[config.mk]
export PLATFORM = sky130hd
export DESIGN_NAME = amp_trig2
export DESIGN_NICKNAME = d
export VERILOG_FILES = /design/src/rtl/amp_trig2.sv
export SDC_FILE = /design/constraint.sdc
export NUM_CORES = 1
export LEC_CHECK = 0
export ABC_AREA = 1
export BUFFER_PORTS_ARGS = -buffer_cell sky130_fd_sc_hd__buf_2
export CAP_MARGIN = 20
export CORE_ASPECT_RATIO = 1.2
export CORE_MARGIN = 2
export CORE_UTILIZATION = 59
export CTS_BUF_LIST = sky130_fd_sc_hd__clkbuf_16
export CTS_CLUSTER_SIZE = 16
export DETAILED_ROUTE_END_ITERATION = 6
export PLACE_DENSITY = 0.84
export SYNTH_ARGS = -nofsm -noshare
export SYNTH_HDL_FRONTEND = slang
export SYNTH_SLANG_ARGS = --single-unit
[constraint.sdc]
create_clock -name clk -period 4.3 [get_ports clk]
set_input_delay 0.43 -clock clk [delete_from_list [all_inputs] [get_ports clk]]
set_output_delay 0.43 -clock clk [all_outputs]
set_load 0.01 [all_outputs]
[src/rtl/amp_trig2.sv]
// Amplifier trigger generator: on an enabled rising edge of trigger_in, wait a
// captured delay, then drive amp_trig high for PULSE_LEN cycles.
module amp_trig2 #(
    parameter int unsigned PULSE_LEN = 32,
    parameter int unsigned DLY_W     = 7
) (
    input  logic             clk,
    input  logic             rst_n,
    input  logic             trigger_in,
    input  logic             trig_out_en_b,
    input  logic [DLY_W-1:0] trig_out_delay_b,
    output logic             amp_trig
);

    localparam logic [1:0] ST_IDLE  = 2'd0;
    localparam logic [1:0] ST_DELAY = 2'd1;
    localparam logic [1:0] ST_PULSE = 2'd2;

    localparam logic [7:0] PULSE_LAST = 8'(PULSE_LEN - 1);

    logic             armed_q;
    logic             trig_q;
    logic [1:0]       state_q,   state_d;
    logic [DLY_W-1:0] dly_cnt_q, dly_cnt_d;
    logic [7:0]       pls_cnt_q, pls_cnt_d;
    logic             amp_q,     amp_d;
    logic             trig_edge;

    // Reset release is taken up by armed_q on the first edge; the datapath
    // starts on the second, so trig_q still reads 0 there and a level already
    // high at release counts as an edge.
    always_ff @(posedge clk or negedge rst_n) begin
        if (!rst_n) begin
            armed_q <= 1'b0;
        end else begin
            armed_q <= 1'b1;
        end
    end

    assign trig_edge = trigger_in & ~trig_q;

    always_comb begin
        state_d   = state_q;
        dly_cnt_d = dly_cnt_q;
        pls_cnt_d = pls_cnt_q;
        amp_d     = amp_q;

        if (!trig_out_en_b) begin
            state_d   = ST_IDLE;
            dly_cnt_d = '0;
            pls_cnt_d = '0;
            amp_d     = 1'b0;
        end else begin
            case (state_q)
                ST_IDLE: begin
                    amp_d = 1'b0;
                    if (trig_edge) begin
                        state_d   = ST_DELAY;
                        dly_cnt_d = trig_out_delay_b;
                    end
                end
                ST_DELAY: begin
                    amp_d = 1'b0;
                    if (dly_cnt_q == '0) begin
                        state_d   = ST_PULSE;
                        amp_d     = 1'b1;
                        pls_cnt_d = PULSE_LAST;
                    end else begin
                        dly_cnt_d = dly_cnt_q - DLY_W'(1);
                    end
                end
                ST_PULSE: begin
                    if (pls_cnt_q == '0) begin
                        state_d = ST_IDLE;
                        amp_d   = 1'b0;
                    end else begin
                        pls_cnt_d = pls_cnt_q - 8'd1;
                    end
                end
                default: begin
                    state_d   = ST_IDLE;
                    dly_cnt_d = '0;
                    pls_cnt_d = '0;
                    amp_d     = 1'b0;
                end
            endcase
        end
    end

    always_ff @(posedge clk or negedge rst_n) begin
        if (!rst_n) begin
            trig_q    <= 1'b0;
            state_q   <= ST_IDLE;
            dly_cnt_q <= '0;
            pls_cnt_q <= '0;
            amp_q     <= 1'b0;
        end else if (armed_q) begin
            trig_q    <= trigger_in;
            state_q   <= state_d;
            dly_cnt_q <= dly_cnt_d;
            pls_cnt_q <= pls_cnt_d;
            amp_q     <= amp_d;
        end
    end

    assign amp_trig = amp_q;

endmodule

**After elaboration in Yosys (flattened, before gate mapping)**

Index checks and enable logic that the tools add are counted.

- Register bits: 20
- Logic and storage cells: 43
- Output and inout bits: 1
- Input port bits: 11

- Eq/ne operators: 9
- Mux-type cells: 17
- Add/subtract/negate cells: 2
- Bitwise operators: 2
- Reductions and logical operators: 7

Operator list:

| operator | number |
|---|---|
| $mux 8 | 3 |
| $pmux 8 s3 | 1 |
| $mux 7 | 3 |
| $pmux 7 s3 | 1 |
| $ne 3x3->1 const B | 5 |
| $reduce_and 4->1 | 3 |
| $logic_not 8->1 | 1 |
| $mux 2 | 4 |
| $sub 8x1->8 const B | 1 |
| $logic_not 7->1 | 1 |
| $sub 7x1->7 const B | 1 |
| $pmux 2 s3 | 1 |
| $ne 2x2->1 const B | 2 |
| $mux 1 | 3 |
| $eq 2x1->1 const B | 1 |
| $eq 2x2->1 const B | 1 |
| $logic_not 2->1 | 1 |
| $pmux 1 s2 | 1 |
| $reduce_and 2->1 | 1 |
| $and 1x1->1 | 1 |
| $not 1->1 | 1 |

**Longest topological paths before layout**

- Depth in word-level cells: 5
- Mapped depth: 10

**Least setup slack after synthesis**

Ideal clock, no wire load.

- Path kind: reg2reg
- Start: reg state_q[0]
- End: reg pls_cnt_q[4]
- Path buffers: 1
- Required time: 4.174 ns
- Setup slack: 2.856 ns
- Arrival time: 1.318 ns
- Period minus slack after synthesis: 1.444 ns
- Stages on the path, launching flop included: 11
- Cells stage by stage: dfrtp_1 -> inv_1 -> ha_1 -> nand2_1 -> inv_1 -> nand3_1 -> nand2_1 -> nor2_4 -> buf_6 -> nand3_1 -> o21ai_0

- Cells in the longest elaborated chain, start to end: 3
- Elaborated cells on any way between the ends: 9
- Those cells by class: eq/ne: 5; mux: 2; reduce/logical: 2

Ends and longest elaborated chain:

| element | line | source |
|---|---|---|
| start, declared | 23 | `logic [1:0] state_q, state_d;` |
| start signal, assigned | 99 | `state_q <= state_d;` |
| $eq 2x2->1 (tied with other cells) | 54 | `case (state_q)` |
| $ne 3x3->1 (no source line) (tied with other cells) | - |  |
| $reduce_and 4->1 (no source line) / $mux 8 (equally long branches) | - |  |
| end signal, assigned | 101 | `pls_cnt_q <= pls_cnt_d;` |
| end, declared | 25 | `logic [7:0] pls_cnt_q, pls_cnt_d;` |

Parallel ways exist; a longest one is shown, timed or not.
A chain may end at the register's enable or synchronous reset.

**Worst setup path in the final report**

- Start: reg state_q[0]
- End: reg dly_cnt_q[6]

- Cells in the longest elaborated chain, start to end: 3
- Elaborated cells on any way between the ends: 9
- Those cells by class: eq/ne: 5; mux: 2; reduce/logical: 2

Ends and longest elaborated chain:

| element | line | source |
|---|---|---|
| $eq 2x1->1 (tied with other cells) | 54 |  |
| $ne 3x3->1 (no source line) (tied with other cells) | - |  |
| $reduce_and 4->1 (no source line) / $mux 7 (equally long branches) | - |  |
| end signal, assigned | 100 | `dly_cnt_q <= dly_cnt_d;` |
| end, declared | 24 | `logic [DLY_W-1:0] dly_cnt_q, dly_cnt_d;` |

Parallel ways exist; a longest one is shown, timed or not.

==> results.tsv <==
stage	metric	value	unit
pwr	switching fraction of total power	41.6	%
detailed_routing	DRC viols	0	
place	IO Port Bufs	11	
sta	setup_tns	0	ns
synthesis	Post-Synthesis Cell Area	1330	um2
place	pre-CTS setup slack	2.47	ns
clocking	cts hold-fix bufs	0	
detailed_routing	ANT nets after route	0	
clocking	CTS Root Cell	clkbuf_16	
critical_path	critical path arrival	2.01	ns
die	DIE WIDTH	47.4	um
die	area of the die	2660	um2
detailed_routing	DR WL/cell	12.1	um
critical_path	CP Capture Type	register	
clocking	insertion delay to the later sink of the worst-skew pair	0.25	ns
critical_path	CP max FO	11	
clocking	Worst-path clk slew	0.05	ns
critical_path	WP data required	4.49	ns
layout	share of cells above drive strength 1	11.9	%
critical_path	CP startpoint kind	register	
pwr	combinational fraction of design power	44.6	%
die	Die Y	56.1	um
pwr	P_sw	0.000352	W
detailed_routing	DRT Wirelength	2800	um
sta	Final Hold Slack	0.124	ns
pwr	Internal Pwr Total	0.000495	W
layout	commonest non-fill, non-tap cell in the layout	nand2_1	
sta	fmax	549	MHz
pwr	sequential share of power	33.1	%
detailed_routing	vias per cell	5.11	
clocking	CTS max path bufs	2	
sta	fin. max-slew vios	0	
grt	GR Util All Layers	24.7	%
synthesis	post-synthesis sequential area ratio	37.5	%
clocking	Post-CTS Setup Bufs	0	
outcome	status	finished clean	
critical_path	critical path class	register to register	
sta	Tcrit/Tclk final	42.4	%
pwr	Peak supply drop	0.000339	V
layout	Layout Nets	220	
detailed_routing	1st-iter DRT viols	20	
pwr	power density over the cells	575	nW/um2
sta	final worst slack	2.48	ns
clocking	CTS Sinks	20	
clocking	Num CTS Buffers	3	
sta	final number of setup-violating endpoints	0	
synthesis	Syn Nets	207	
clocking	TritonCTS clock tree	built	
die	Rows	18	
pwr	leakage power	0.770	nW
hold_path	hold crit path type	input pin to async pin	
pwr	clock share of power	22.3	%
synthesis	Avg Inst Size Synth	7.02	um2
grt	initial antenna violation count	0	
layout	most frequent cells in the layout	55 x nand2_1, 26 x inv_1, 20 x dfrtp_1	
detailed_routing	TritonRoute pass-1 iters	4	
layout	Synth-to-Final Area Change	10.5	%
sta	RSZ-0062 raised after global routing	no	
sta	post-layout min period	1.82	ns
grt	largest net degree at the start of global routing	21	
place	Final Wtd Congestion	0.883	
grt	global-route congestion overflow total	0	
synthesis	Yosys warnings	0	
synthesis	Cell variety after synth	21	
grt	vias in the first global route	1151	
die	Top Ports	12	
place	post-DP HPWL	2210	um
run	max cap viols	0	
sta	clock skew	0.00144	ns
detailed_routing	vias	1181	
synthesis	FF+latch count, synth	20	
layout	Antenna diodes	0	
die	initial core utilization	63.7	%
synthesis	Gate Count Post-Synth	190	
clocking	post_cts resized	0	
die	core area	2090	um2
grt	global-route wire length before repair	4820	um
clocking	level count of the clock H-tree	1	
sta	Final Hold Viols	0	
metrics by stage:
stage               total power [W]  util [%]  instance area (um2)  std cells
floorplan                  0.000581         -                 1330        190
global placement           0.000643      66.8                 1400        228
detailed placement         0.000661      66.8                 1400        228
CTS                        0.000851      70.4                 1470        231
global route               0.000920      70.4                 1470        231
finish                     0.000848      70.4                 1470        231
area by class of cell:
class	instances	area, um2
multi-input combinational	139	701
sequential	20	500
tap	30	37.5
fill	182	621
timing repair buffer	11	55.1
clock buffer	3	75.1
inverter	28	105
metal layers:
metal	GRT usage [%]	wire length (um)
met2	42.5	1460
met3	3.57	79
met5	0	0
met1	28.0	1200
met4	11.5	61
power groups by stage:
stage / combinational (W) / sequential [W] / clock, W
2_1_floorplan: 0.000308 / 0.000273 / 0
3_3_place_gp: 0.000363 / 0.000281 / 0
3_5_place_dp: 0.000379 / 0.000282 / 0
4_1_cts: 0.000379 / 0.000280 / 0.000192
5_1_grt: 0.000433 / 0.000287 / 0.000200
6_report: 0.000378 / 0.000280 / 0.000189
critical path: stages, from the launching register on:
cell and delay, ns:
dfrtp_1 0.37, inv_1 0.07, ha_1 0.26, nand2_1 0.10, inv_2 0.07, o22ai_2 0.19
nand3_2 0.25, nor2_1 0.29, nand2_1 0.09, nand2_1 0.07
final timing paths:
path | start | endpoint | slack (ns) | depth (start not counted)
setup / recovery | state_q[0]$_DFFE_PN0P_ | dly_cnt_q[6]$_DFFE_PN0P_ | 2.48 | 9
hold / removal | rst_n | pls_cnt_q[7]$_DFFE_PN0P_ | 0.12 | 1
setup reg to reg | state_q[0]$_DFFE_PN0P_ | dly_cnt_q[6]$_DFFE_PN0P_ | 2.48 | 9
hold reg to reg | state_q[1]$_DFFE_PN0P_ | state_q[1]$_DFFE_PN0P_ | 0.51 | 2
max in group asynchronous | rst_n | pls_cnt_q[1]$_DFFE_PN0P_ | 3.86 | 1
min in group clk | trigger_in | trig_q$_DFFE_PN0P_ | 0.46 | 3
logic make-up after synthesis:
logic type	Yosys count	synth area share, %
and+or+nand+nor	102	33.6
buffers and inverters	31	9.94
AOI/OAI and AO/OA	26	10.4
DFF	20	37.5
adders and majority gates	6	5.63
xor gates and xnor gates	4	2.63
other	1	0.281
flip-flops by register name (all words and copies together), names as in the netlist:
signal and count:
amp_trig 1, armed_q 1, dly_cnt_q 7, pls_cnt_q 8, state_q 2, trig_q 1
cell usage after synthesis:
master | number | area (um2)
o21ai_1 | 4 | 20.0
ha_1 | 6 | 75.1
conb_1 | 1 | 3.75
dfrtp_1 | 20 | 500
inv_2 | 2 | 7.51
nor2_4 | 2 | 22.5
nor2_1 | 18 | 67.6
a31oi_1 | 1 | 6.26
xnor2_1 | 4 | 35.0
o21ai_0 | 15 | 75.1
buf_6 | 2 | 22.5
o22ai_2 | 1 | 12.5
a21oi_1 | 5 | 25.0
inv_1 | 26 | 97.6
buf_2 | 1 | 5.00
nor3_1 | 1 | 5.00
nor2_2 | 3 | 18.8
nand3_2 | 2 | 20.0
nand3_1 | 19 | 95.1
nand4_1 | 2 | 12.5
nand2_1 | 55 | 206
(Power assumes the default switching activity.)
